File: config.mk
export PLATFORM = sky130hd
export DESIGN_NAME = riscv_ex_arb
export DESIGN_NICKNAME = d
export VERILOG_FILES = /design/src/rtl/riscv_ex_pkg.sv /design/src/rtl/riscv_ex_arb_tagq.sv /design/src/rtl/riscv_ex_arb.sv
export SDC_FILE = /design/constraint.sdc
export NUM_CORES = 1
export LEC_CHECK = 0
export ABC_AREA = 1
export CORE_UTILIZATION = 26
export CTS_CLUSTER_DIAMETER = 80
export CTS_CLUSTER_SIZE = 12
export DETAILED_ROUTE_END_ITERATION = 7
export HOLD_SLACK_MARGIN = 0.03
export MAX_ROUTING_LAYER = met4
export PLACE_DENSITY = 0.75
export SLEW_MARGIN = 20
export SYNTH_ARGS = -nofsm -noshare
export SYNTH_HDL_FRONTEND = slang
export SYNTH_SLANG_ARGS = --single-unit
File: constraint.sdc
create_clock -name clk -period 1.97 [get_ports clk]
set_input_delay 0.2955 -clock clk [delete_from_list [all_inputs] [get_ports clk]]
set_output_delay 0.2955 -clock clk [all_outputs]
set_load 0.02 [all_outputs]
File: src/rtl/riscv_ex_pkg.sv
// Shared EX-side types: default payload width, arbiter state encoding, tag width helper.
package riscv_ex_pkg;
  localparam int EX_DW = 32;

  typedef enum logic {ARB = 1'b0, LOCK = 1'b1} arb_state_e;

  function automatic int tag_w(input int n);
    return (n <= 2) ? 1 : $clog2(n);
  endfunction
endpackage

File: src/rtl/riscv_ex_arb_tagq.sv
// Synchronous FIFO of issuer tags, one entry per op in flight in the EX pipe.
module riscv_ex_arb_tagq #(
  parameter int IDW    = 1,
  parameter int QDEPTH = 4
) (
  input  logic           clk,
  input  logic           rstn,
  input  logic           push,
  input  logic           pop,
  input  logic [IDW-1:0] din,
  output logic [IDW-1:0] dout,
  output logic           full,
  output logic           empty
);
  localparam int PW = $clog2(QDEPTH);

  logic [QDEPTH-1:0][IDW-1:0] mem_q;
  logic [PW-1:0]              wr_q, rd_q;
  logic [PW:0]                cnt_q;
  logic                       do_push, do_pop;

  assign full    = (cnt_q == (PW+1)'(QDEPTH));
  assign empty   = (cnt_q == '0);
  assign do_push = push & ~full;
  assign do_pop  = pop & ~empty;
  assign dout    = mem_q[rd_q];

  always_ff @(posedge clk or negedge rstn) begin
    if (!rstn) begin
      mem_q <= '0;
      wr_q  <= '0;
      rd_q  <= '0;
      cnt_q <= '0;
    end else begin
      if (do_push) begin
        mem_q[wr_q] <= din;
        wr_q        <= wr_q + PW'(1);
      end
      if (do_pop) rd_q <= rd_q + PW'(1);
      case ({do_push, do_pop})
        2'b10:   cnt_q <= cnt_q + (PW+1)'(1);
        2'b01:   cnt_q <= cnt_q - (PW+1)'(1);
        default: cnt_q <= cnt_q;
      endcase
    end
  end
endmodule

File: src/rtl/riscv_ex_arb.sv
// Round-robin arbiter sharing one EX pipe between NREQ issuers; results routed back in issue order.
// Optional per-requester grant counters when RISCV_EX_ARB_STATS_EN is defined.
module riscv_ex_arb
  import riscv_ex_pkg::*;
#(
  parameter int NREQ   = 2,
  parameter int DW     = EX_DW,
  parameter int QDEPTH = 4
) (
  input  logic               clk,
  input  logic               rstn,
  input  logic [NREQ-1:0]    req_rdy,
  output logic [NREQ-1:0]    req_ack,
  input  logic [NREQ*DW-1:0] req_data,
  output logic [NREQ-1:0]    rsp_rdy,
  input  logic [NREQ-1:0]    rsp_ack,
  output logic [DW-1:0]      rsp_data,
  output logic               id_ex_rdy,
  input  logic               id_ex_ack,
  output logic [DW-1:0]      id_ex_data,
  input  logic               mem_wb_rdy,
  output logic               mem_wb_ack,
  input  logic [DW-1:0]      mem_wb_data,
  output logic               err_orphan
`ifdef RISCV_EX_ARB_STATS_EN
  ,
  output logic [NREQ*16-1:0] grant_cnt
`endif
);
  localparam int IDW = tag_w(NREQ);

  arb_state_e     state_q, state_d;
  logic [IDW-1:0] lock_id_q, lock_id_d, rr_ptr_q, rr_ptr_d;
  logic [IDW-1:0] rr_grant, grant, head;
  logic           err_q, err_d;
  logic           any_rdy, issue, pop, q_full, q_empty, rr_found;

  // First requesting index at or above rr_ptr, wrapping modulo NREQ.
  always_comb begin
    rr_grant = rr_ptr_q;
    rr_found = 1'b0;
    for (int k = 0; k < NREQ; k++) begin
      if (!rr_found && req_rdy[IDW'((int'(rr_ptr_q) + k) % NREQ)]) begin
        rr_grant = IDW'((int'(rr_ptr_q) + k) % NREQ);
        rr_found = 1'b1;
      end
    end
  end

  always_comb begin
    state_d   = state_q;
    lock_id_d = lock_id_q;
    rr_ptr_d  = rr_ptr_q;
    grant     = (state_q == LOCK) ? lock_id_q : rr_grant;
    any_rdy   = (state_q == LOCK) ? req_rdy[lock_id_q] : |req_rdy;
    id_ex_rdy = any_rdy & ~q_full;
    issue     = id_ex_rdy & id_ex_ack;
    req_ack   = '0;
    req_ack[grant] = issue;
    case (state_q)
      ARB:  if (id_ex_rdy && !id_ex_ack) begin
              state_d   = LOCK;
              lock_id_d = grant;
            end
      // A locked requester that drops rdy breaks protocol; recover by re-arbitrating.
      LOCK: if (issue || !req_rdy[lock_id_q]) state_d = ARB;
      default: state_d = ARB;
    endcase
    if (issue) rr_ptr_d = (grant == IDW'(NREQ-1)) ? '0 : grant + IDW'(1);
  end

  always_comb begin
    id_ex_data = '0;
    for (int i = 0; i < NREQ; i++)
      if (grant == IDW'(i)) id_ex_data = req_data[i*DW +: DW];
  end

  always_comb begin
    rsp_rdy       = '0;
    rsp_rdy[head] = mem_wb_rdy & ~q_empty;
    rsp_data      = mem_wb_data;
    pop           = mem_wb_rdy & ~q_empty & rsp_ack[head];
    mem_wb_ack    = pop;
    err_d         = err_q | (mem_wb_rdy & q_empty);
  end

  assign err_orphan = err_q;

  always_ff @(posedge clk or negedge rstn) begin
    if (!rstn) begin
      state_q   <= ARB;
      lock_id_q <= '0;
      rr_ptr_q  <= '0;
      err_q     <= 1'b0;
    end else begin
      state_q   <= state_d;
      lock_id_q <= lock_id_d;
      rr_ptr_q  <= rr_ptr_d;
      err_q     <= err_d;
    end
  end

  riscv_ex_arb_tagq #(.IDW(IDW), .QDEPTH(QDEPTH)) u_tagq (
    .clk   (clk),
    .rstn  (rstn),
    .push  (issue),
    .pop   (pop),
    .din   (grant),
    .dout  (head),
    .full  (q_full),
    .empty (q_empty)
  );

`ifdef RISCV_EX_ARB_STATS_EN
  logic [NREQ-1:0][15:0] cnt_q;

  for (genvar i = 0; i < NREQ; i++) begin : g_cnt
    always_ff @(posedge clk or negedge rstn) begin
      if (!rstn)
        cnt_q[i] <= '0;
      else if (issue && grant == IDW'(i) && cnt_q[i] != 16'hFFFF)
        cnt_q[i] <= cnt_q[i] + 16'd1;
    end
  end

  assign grant_cnt = cnt_q;
`endif
endmodule

After elaboration in Yosys (flattened, before gate mapping)
Cells that the tools add are included.
{"block": "op_classes", "bitwise_logic": 13, "n_reduce_logical": 13, "eq_ne": 3, "n_mux": 27, "addsub": 6, "n_lt_le_gt_ge": 10}
{"cell": "$mux W32", "count": 1}
{"cell": "$mux W1", "count": 19}
{"cell": "$and A1 B1 Y1", "count": 7}
{"cell": "$lt A1 B2 Y1 const B", "count": 3}
{"cell": "$lt A1 B3 Y1 const B", "count": 2}
{"cell": "$lt A2 B3 Y1 const B", "count": 2}
{"cell": "$pmux W3 S2", "count": 1}
{"cell": "$logic_and A1 B1 Y1", "count": 5}
{"cell": "$add A2 B1 Y2 const B", "count": 2}
{"cell": "$and A2 B2 Y2", "count": 2}
{"cell": "$bwmux W4", "count": 1}
{"cell": "$add A3 B1 Y3 const B", "count": 1}
{"cell": "$eq A3 B3 Y1 const B", "count": 1}
{"cell": "$logic_not A1 Y1", "count": 3}
{"cell": "$logic_not A3 Y1", "count": 1}
{"cell": "$not A1 Y1", "count": 3}
{"cell": "$sub A3 B1 Y3 const B", "count": 1}
{"cell": "$add A1 B1 Y1 const B", "count": 2}
{"cell": "$bmux W1 S2", "count": 1}
{"cell": "$demux W1 S1", "count": 2}
{"cell": "$demux W1 S2", "count": 1}
{"cell": "$eq A2 B1 Y1 const B", "count": 1}
{"cell": "$eq A2 B2 Y1 const B", "count": 1}
{"cell": "$ge A1 B1 Y1 const B", "count": 2}
{"cell": "7 further kinds", "count": 7}
{"block": "word_totals", "wordCells": 83, "reg_bits": 15, "out_inout_bits": 71, "input_bits": 104}

Longest topological paths before layout
{"block": "logic_depth", "ltp_word": 13, "mapped_depth": 13, "mapped_depth_nobuf": 13}

Modules after synthesis
From an unflattened synthesis, not the netlist that was laid out.
{"block": "unflattened", "cells_unflattened": 258, "area_unflattened_um2": 1627.8}
{"module": "riscv_ex_arb", "cells_per_inst": 175, "seq_area_each_um2": 100.1, "n_inst": 1, "area_per_inst_um2": 959.7}
{"module": "riscv_ex_arb_tagq", "cells_per_inst": 83, "seq_area_each_um2": 275.3, "n_inst": 1, "area_per_inst_um2": 668.1}

Worst setup path before layout
OpenSTA, ideal clock, no wires.
{"block": "synth_path", "path_kind": "register to register", "startpoint": "reg u_tagq.cnt_q[1]", "endpoint": "reg u_tagq.cnt_q[2]", "path_stages_with_launch": 12, "setup_ps": 131, "arrival_ps": 1860, "path_buffers": 0, "period_less_slack_ps": 1991, "required_time_ps": 1839, "slack_ps": -21, "cell_sequence": "dfrtp_1 -> nor2_2 -> nand2_4 -> inv_2 -> a21oi_4 -> nand2_2 -> ha_1 -> inv_1 -> fa_1 -> a21oi_1 -> o21ai_0 -> xor2_1"}
{"block": "synth_via", "elab_chain_cells": 7, "elab_cells_between_ends": 16, "classes_between": "add/sub: 2; eq/ne: 3; mux: 1; bitwise: 8; reduce/logical: 2"}
{"item": "start, declared", "line_no": "riscv_ex_arb_tagq.sv:19", "text": "logic [PW:0] cnt_q;"}
{"item": "start signal, assigned", "line_no": "riscv_ex_arb_tagq.sv:41", "text": "2'b10: cnt_q <= cnt_q + (PW+1)'(1);"}
{"item": "start signal, assigned", "line_no": "riscv_ex_arb_tagq.sv:42", "text": "2'b01: cnt_q <= cnt_q - (PW+1)'(1);"}
{"item": "start signal, assigned", "line_no": "riscv_ex_arb_tagq.sv:43", "text": "default: cnt_q <= cnt_q;"}
{"item": "$eq A3 B3 Y1 (*)", "line_no": "riscv_ex_arb_tagq.sv:22", "text": "assign full = (cnt_q == (PW+1)'(QDEPTH));"}
{"item": "$not A1 Y1 (*)", "line_no": "riscv_ex_arb.sv:56", "text": "id_ex_rdy = any_rdy & ~q_full;"}
{"item": "$and A1 B1 Y1 (*)", "line_no": "riscv_ex_arb.sv:56"}
{"item": "via id_ex_rdy", "line_no": "riscv_ex_arb.sv:18", "text": "output logic id_ex_rdy,"}
{"item": "$and A1 B1 Y1 (*)", "line_no": "riscv_ex_arb.sv:57", "text": "issue = id_ex_rdy & id_ex_ack;"}
{"item": "$and A1 B1 Y1 (*)", "line_no": "riscv_ex_arb_tagq.sv:24", "text": "assign do_push = push & ~full;"}
{"item": "$eq A2 B1 Y1 / $eq A2 B2 Y1 (equally long branches)", "line_no": "riscv_ex_arb_tagq.sv:40", "text": "case ({do_push, do_pop})"}
{"item": "$pmux W3 S2 / $reduce_bool A2 Y1 (equally long branches)"}
The timed path passes the listed nets; every way through them passes the cells marked *.
A chain may end at the register's enable or synchronous reset.

Final worst setup path
{"block": "layout_path", "startpoint": "reg u_tagq.rd_q[0]", "endpoint": "reg u_tagq.cnt_q[2]"}
{"block": "layout_via", "elab_chain_cells": 8, "elab_cells_between_ends": 10, "classes_between": "eq/ne: 2; mux: 5; bitwise: 2; reduce/logical: 1"}
{"item": "start, declared", "line_no": "riscv_ex_arb_tagq.sv:18", "text": "logic [PW-1:0] wr_q, rd_q;"}
{"item": "start signal, assigned", "line_no": "riscv_ex_arb_tagq.sv:39", "text": "if (do_pop) rd_q <= rd_q + PW'(1);"}
{"item": "$bmux W1 S2 (*)", "line_no": "riscv_ex_arb_tagq.sv:26", "text": "assign dout = mem_q[rd_q];"}
{"item": "$mux W1 (implied by the code) (*)", "line_no": "riscv_ex_arb_tagq.sv:26"}
{"item": "$mux W1 (implied by the code) (*) (2 in a row)", "line_no": "riscv_ex_arb.sv:82", "text": "pop = mem_wb_rdy & ~q_empty & rsp_ack[head];"}
{"item": "$and A1 B1 Y1 (*)", "line_no": "riscv_ex_arb.sv:82"}
{"item": "$and A1 B1 Y1 (*)", "line_no": "riscv_ex_arb_tagq.sv:25", "text": "assign do_pop = pop & ~empty;"}
{"item": "via u_tagq.do_pop", "line_no": "riscv_ex_arb_tagq.sv:20", "text": "logic do_push, do_pop;"}
{"item": "$eq A2 B1 Y1 / $eq A2 B2 Y1 (equally long branches)", "line_no": "riscv_ex_arb_tagq.sv:40"}
{"item": "$pmux W3 S2 / $reduce_bool A2 Y1 (equally long branches)"}
The timed path passes the listed nets; every way through them passes the cells marked *. The select of a mux whose other input is x is not followed.

==> qor.yml <==
run_status:
  run_status: "complete, but fails checks"
  violations: "setup timing"
sta:
  fin_hold_ws_ns: 0.3548
  drv_slew: 0
  setup_viol: 1
  rsz0062_at_grt: "yes"
  clock.fmax_ghz: 0.5005
  setup_ws_ns: -0.02787
  hold_viol_final: 0
  final.setup_skew_ns: 0.001365
  setup_tns_ns: -0.02787
  post-route-min-period_ns: 1.998
  fin_crit_sh_pct: 101.4
  tightest_slew_ns: 0.2108
  relSlewSlack_pct: 85.90
placement:
  port_buffers: 110
  dp_hpwl_um: 3862
  place_area_um2: 2716
  gp_congestion: 0.7454
  pre_cts_ws_ns: -0.3648
synth:
  synth_cell_types: 25
  synth_top_area_share_pct: 30.58
  synth_common_cells: "nand2_1, buf_4, inv_1"
  synth-async-reset-ratio_pct: 100.0
  syn_inst: 254
  synth_fp_nets: 364
  synth_most_common_cell: "nand2_1"
  yosys_register_bits: 15
  synth_seq_area_share_pct: 23.17
  synth_flop_cell: "dfrtp_1"
  ys_warn_count: 0
  synth.largest_area_cell: "nand2_1"
  synth_area_per_cell_um2: 6.379
  syn_area_um2: 1620
  synth-edff-count: 0
  netlist_top_cells_area: "nand2_1, dfrtp_1, buf_4"
clock_tree:
  root_buffer: "clkbuf_8"
  cts_tree: "done"
  numCtsBuffers: 3
  cts.sink_count: 15
  cts.path.max_buffers: 2
  clk_latency_ns: 0.25
  htreeDepth: 1
  cts_hold_buf: 0
  clk_pin_slew_ns: 0.06
global_routing:
  grt_max_degree: 24
  grt_pass1_wl_um: 7376
  grt_pass1_vias: 1688
  antenna_found_initial: 0
  grtUsageTotal_pct: 14.59
  overflow: 0
worst_setup_path:
  startpoint_type: "flop"
  cp.arrival_ns: 2.14
  cp_data_required_time_ns: 2.11
  end_kind: "flop"
  r2r_start: "u_tagq.rd_q[0]$_DFFE_PN0P_"
  path_max_fanout: 4
  setup.worst_path.class: "flop to flop"
  setup.worst_path.start: "u_tagq.rd_q[0]$_DFFE_PN0P_"
floorplanning:
  rows: 28
  die_h_um: 80.94
  start_util_pct: 27.21
  die_width_um: 80.94
  core_area_um2: 5956
  die-area_um2: 6551
  io_pins: 175
final_layout:
  fin_util_pct: 45.02
  fillers: 618
  antenna_cells: 0
  final_nets: 467
  design_area_um2: 2681
  seq_area_um2: 375.4
  area_growth_pct: 65.48
  multi_input_area_um2: 928.4
  drive_above_1_share_pct: 28.37
pwr:
  ir_drop_uv: 845.1
  pwr_density_cell_nw_per_um2: 1621
  p_leak_nw: 1.440
detailed_routing:
  avgViaCountPerCell: 4.251
  vias: 1832
  drt-pass1-iter-count: 4
  drc: 0
  drtAntennaViolNets: 0
  drt-initial-drc-count: 25
  finalWirelength_um: 4924
  wl_per_cell_um: 11.42
job:
  drv_cap: 0
worst_hold_path:
  hp-class: "primary input to async pin"
## layout by cell type, fill, tap and decap left out
master             n
nor2_4             2
dlymetal6s2s_1     1
clkdlybuf4s50_1   71
clkbuf_2          33
inv_4              1
dlygate4sd2_1      2
nand3_1            4
ha_4               1
clkdlybuf4s15_1    1
a21oi_4            2
nand3_4            1
ha_1               4
nand2_2           15
clkdlybuf4s15_2    1
a21oi_2            1
nand2_4            1
buf_4             25
o21ai_0            2
inv_1             14
clkinv_2           1
o21ai_1            2
xnor2_1            1
clkbuf_8           3
fa_2               1
nand4_1            8
o21ai_2            1
nor2_1             4
nand3_2            3
dfrtp_1           15
buf_12             2
buf_2              1
a31o_2             1
inv_2              5
nand2_1          124
xor2_1             2
## path summary, 6_finish.rpt
kind | end | slack (ns) | depth (start not counted)
max | u_tagq.cnt_q[2]$_DFFE_PN0P_ | -0.03 | 12
min | u_tagq.cnt_q[0]$_DFFE_PN0P_ | 0.35 | 2
max reg2reg | u_tagq.cnt_q[2]$_DFFE_PN0P_ | -0.03 | 12
min reg2reg | u_tagq.mem_q[3]$_DFFE_PN0P_ | 0.48 | 2
max in group asynchronous | state_q$_DFF_PN0_ | 1.44 | 2
min in group clk | u_tagq.mem_q[3]$_DFFE_PN0P_ | 0.48 | 2
## layer usage
| metal | track usage (%) | up-vias | part of all wire, % |
|---|---|---|---|
| met5 | - | - | 0 |
| met4 | 8.214 | 0 | 3.0 |
| met3 | 1.573 | 19 | 5.5 |
| met2 | 24.71 | 56 | 51 |
| met1 | 16.70 | 811 | 40 |
| li1 | - | 946 | - |
## registers in the layout, summed over array words and instances, names as in the netlist
name / flops
u_tagq.rd_q: 2
state_q: 1
rr_ptr_q: 1
u_tagq.wr_q: 2
u_tagq.mem_q: 4
lock_id_q: 1
u_tagq.cnt_q: 3
err_orphan: 1
## critical path, stage by stage (launching register included)
cell and delay [ns]:
dfrtp_1 0.41, buf_4 0.15, nand2_2 0.07, nand3_2 0.07, nand2_2 0.08, nand3_2 0.08, nand2_2 0.13, ha_4 0.14
inv_2 0.04, fa_2 0.36, a21oi_2 0.14, o21ai_1 0.08, xor2_1 0.14
## power breakdown
part / switching (mW) / total, mW / internal, mW
Clock: 0.118 / 0.258 / 0.140
Sequential: 0.136 / 0.597 / 0.461
Combinational: 2.07 / 3.49 / 1.42
Total: 2.32 / 4.35 / 2.02
## cells by family after synthesis
group	count (synthesis)	share of synthesized area (%)
buffers and inverters	59	22.93
XOR/XNOR	3	1.622
flip-flops	15	23.17
AO/OA/AOI/OAI	9	4.401
adder cells (fa/ha/maj)	6	5.097
AND/OR/NAND/NOR	162	42.78
## per-stage QoR
stage / total power [mW] / cells
after global placement: 4.278 / 422
after global routing: 4.767 / 431
final: 4.345 / 431
after CTS: 4.319 / 428
after detailed placement: 4.338 / 422
after floorplan: 2.750 / 254
## repair_timing
action / 4_1_cts / 5_1_grt
pin swaps: 2 / 9
resized for setup: 45 / 84
cloned: 0 / 0
endpoints found under the setup margin: 39 / 32
buffers inserted: 2 / 3
## layout make-up
| cell class | instances | share of cell area, % |
|---|---|---|
| clock buffer | 3 | 1.540 |
| clock inverter | 1 | 0.1867 |
| inverter | 20 | 2.893 |
| multi-input combinational | 180 | 34.62 |
| sequential | 15 | 14.00 |
| tap | 75 | 3.500 |
| timing repair buffer | 137 | 43.26 |
Power figures use the tool's default switching activity.
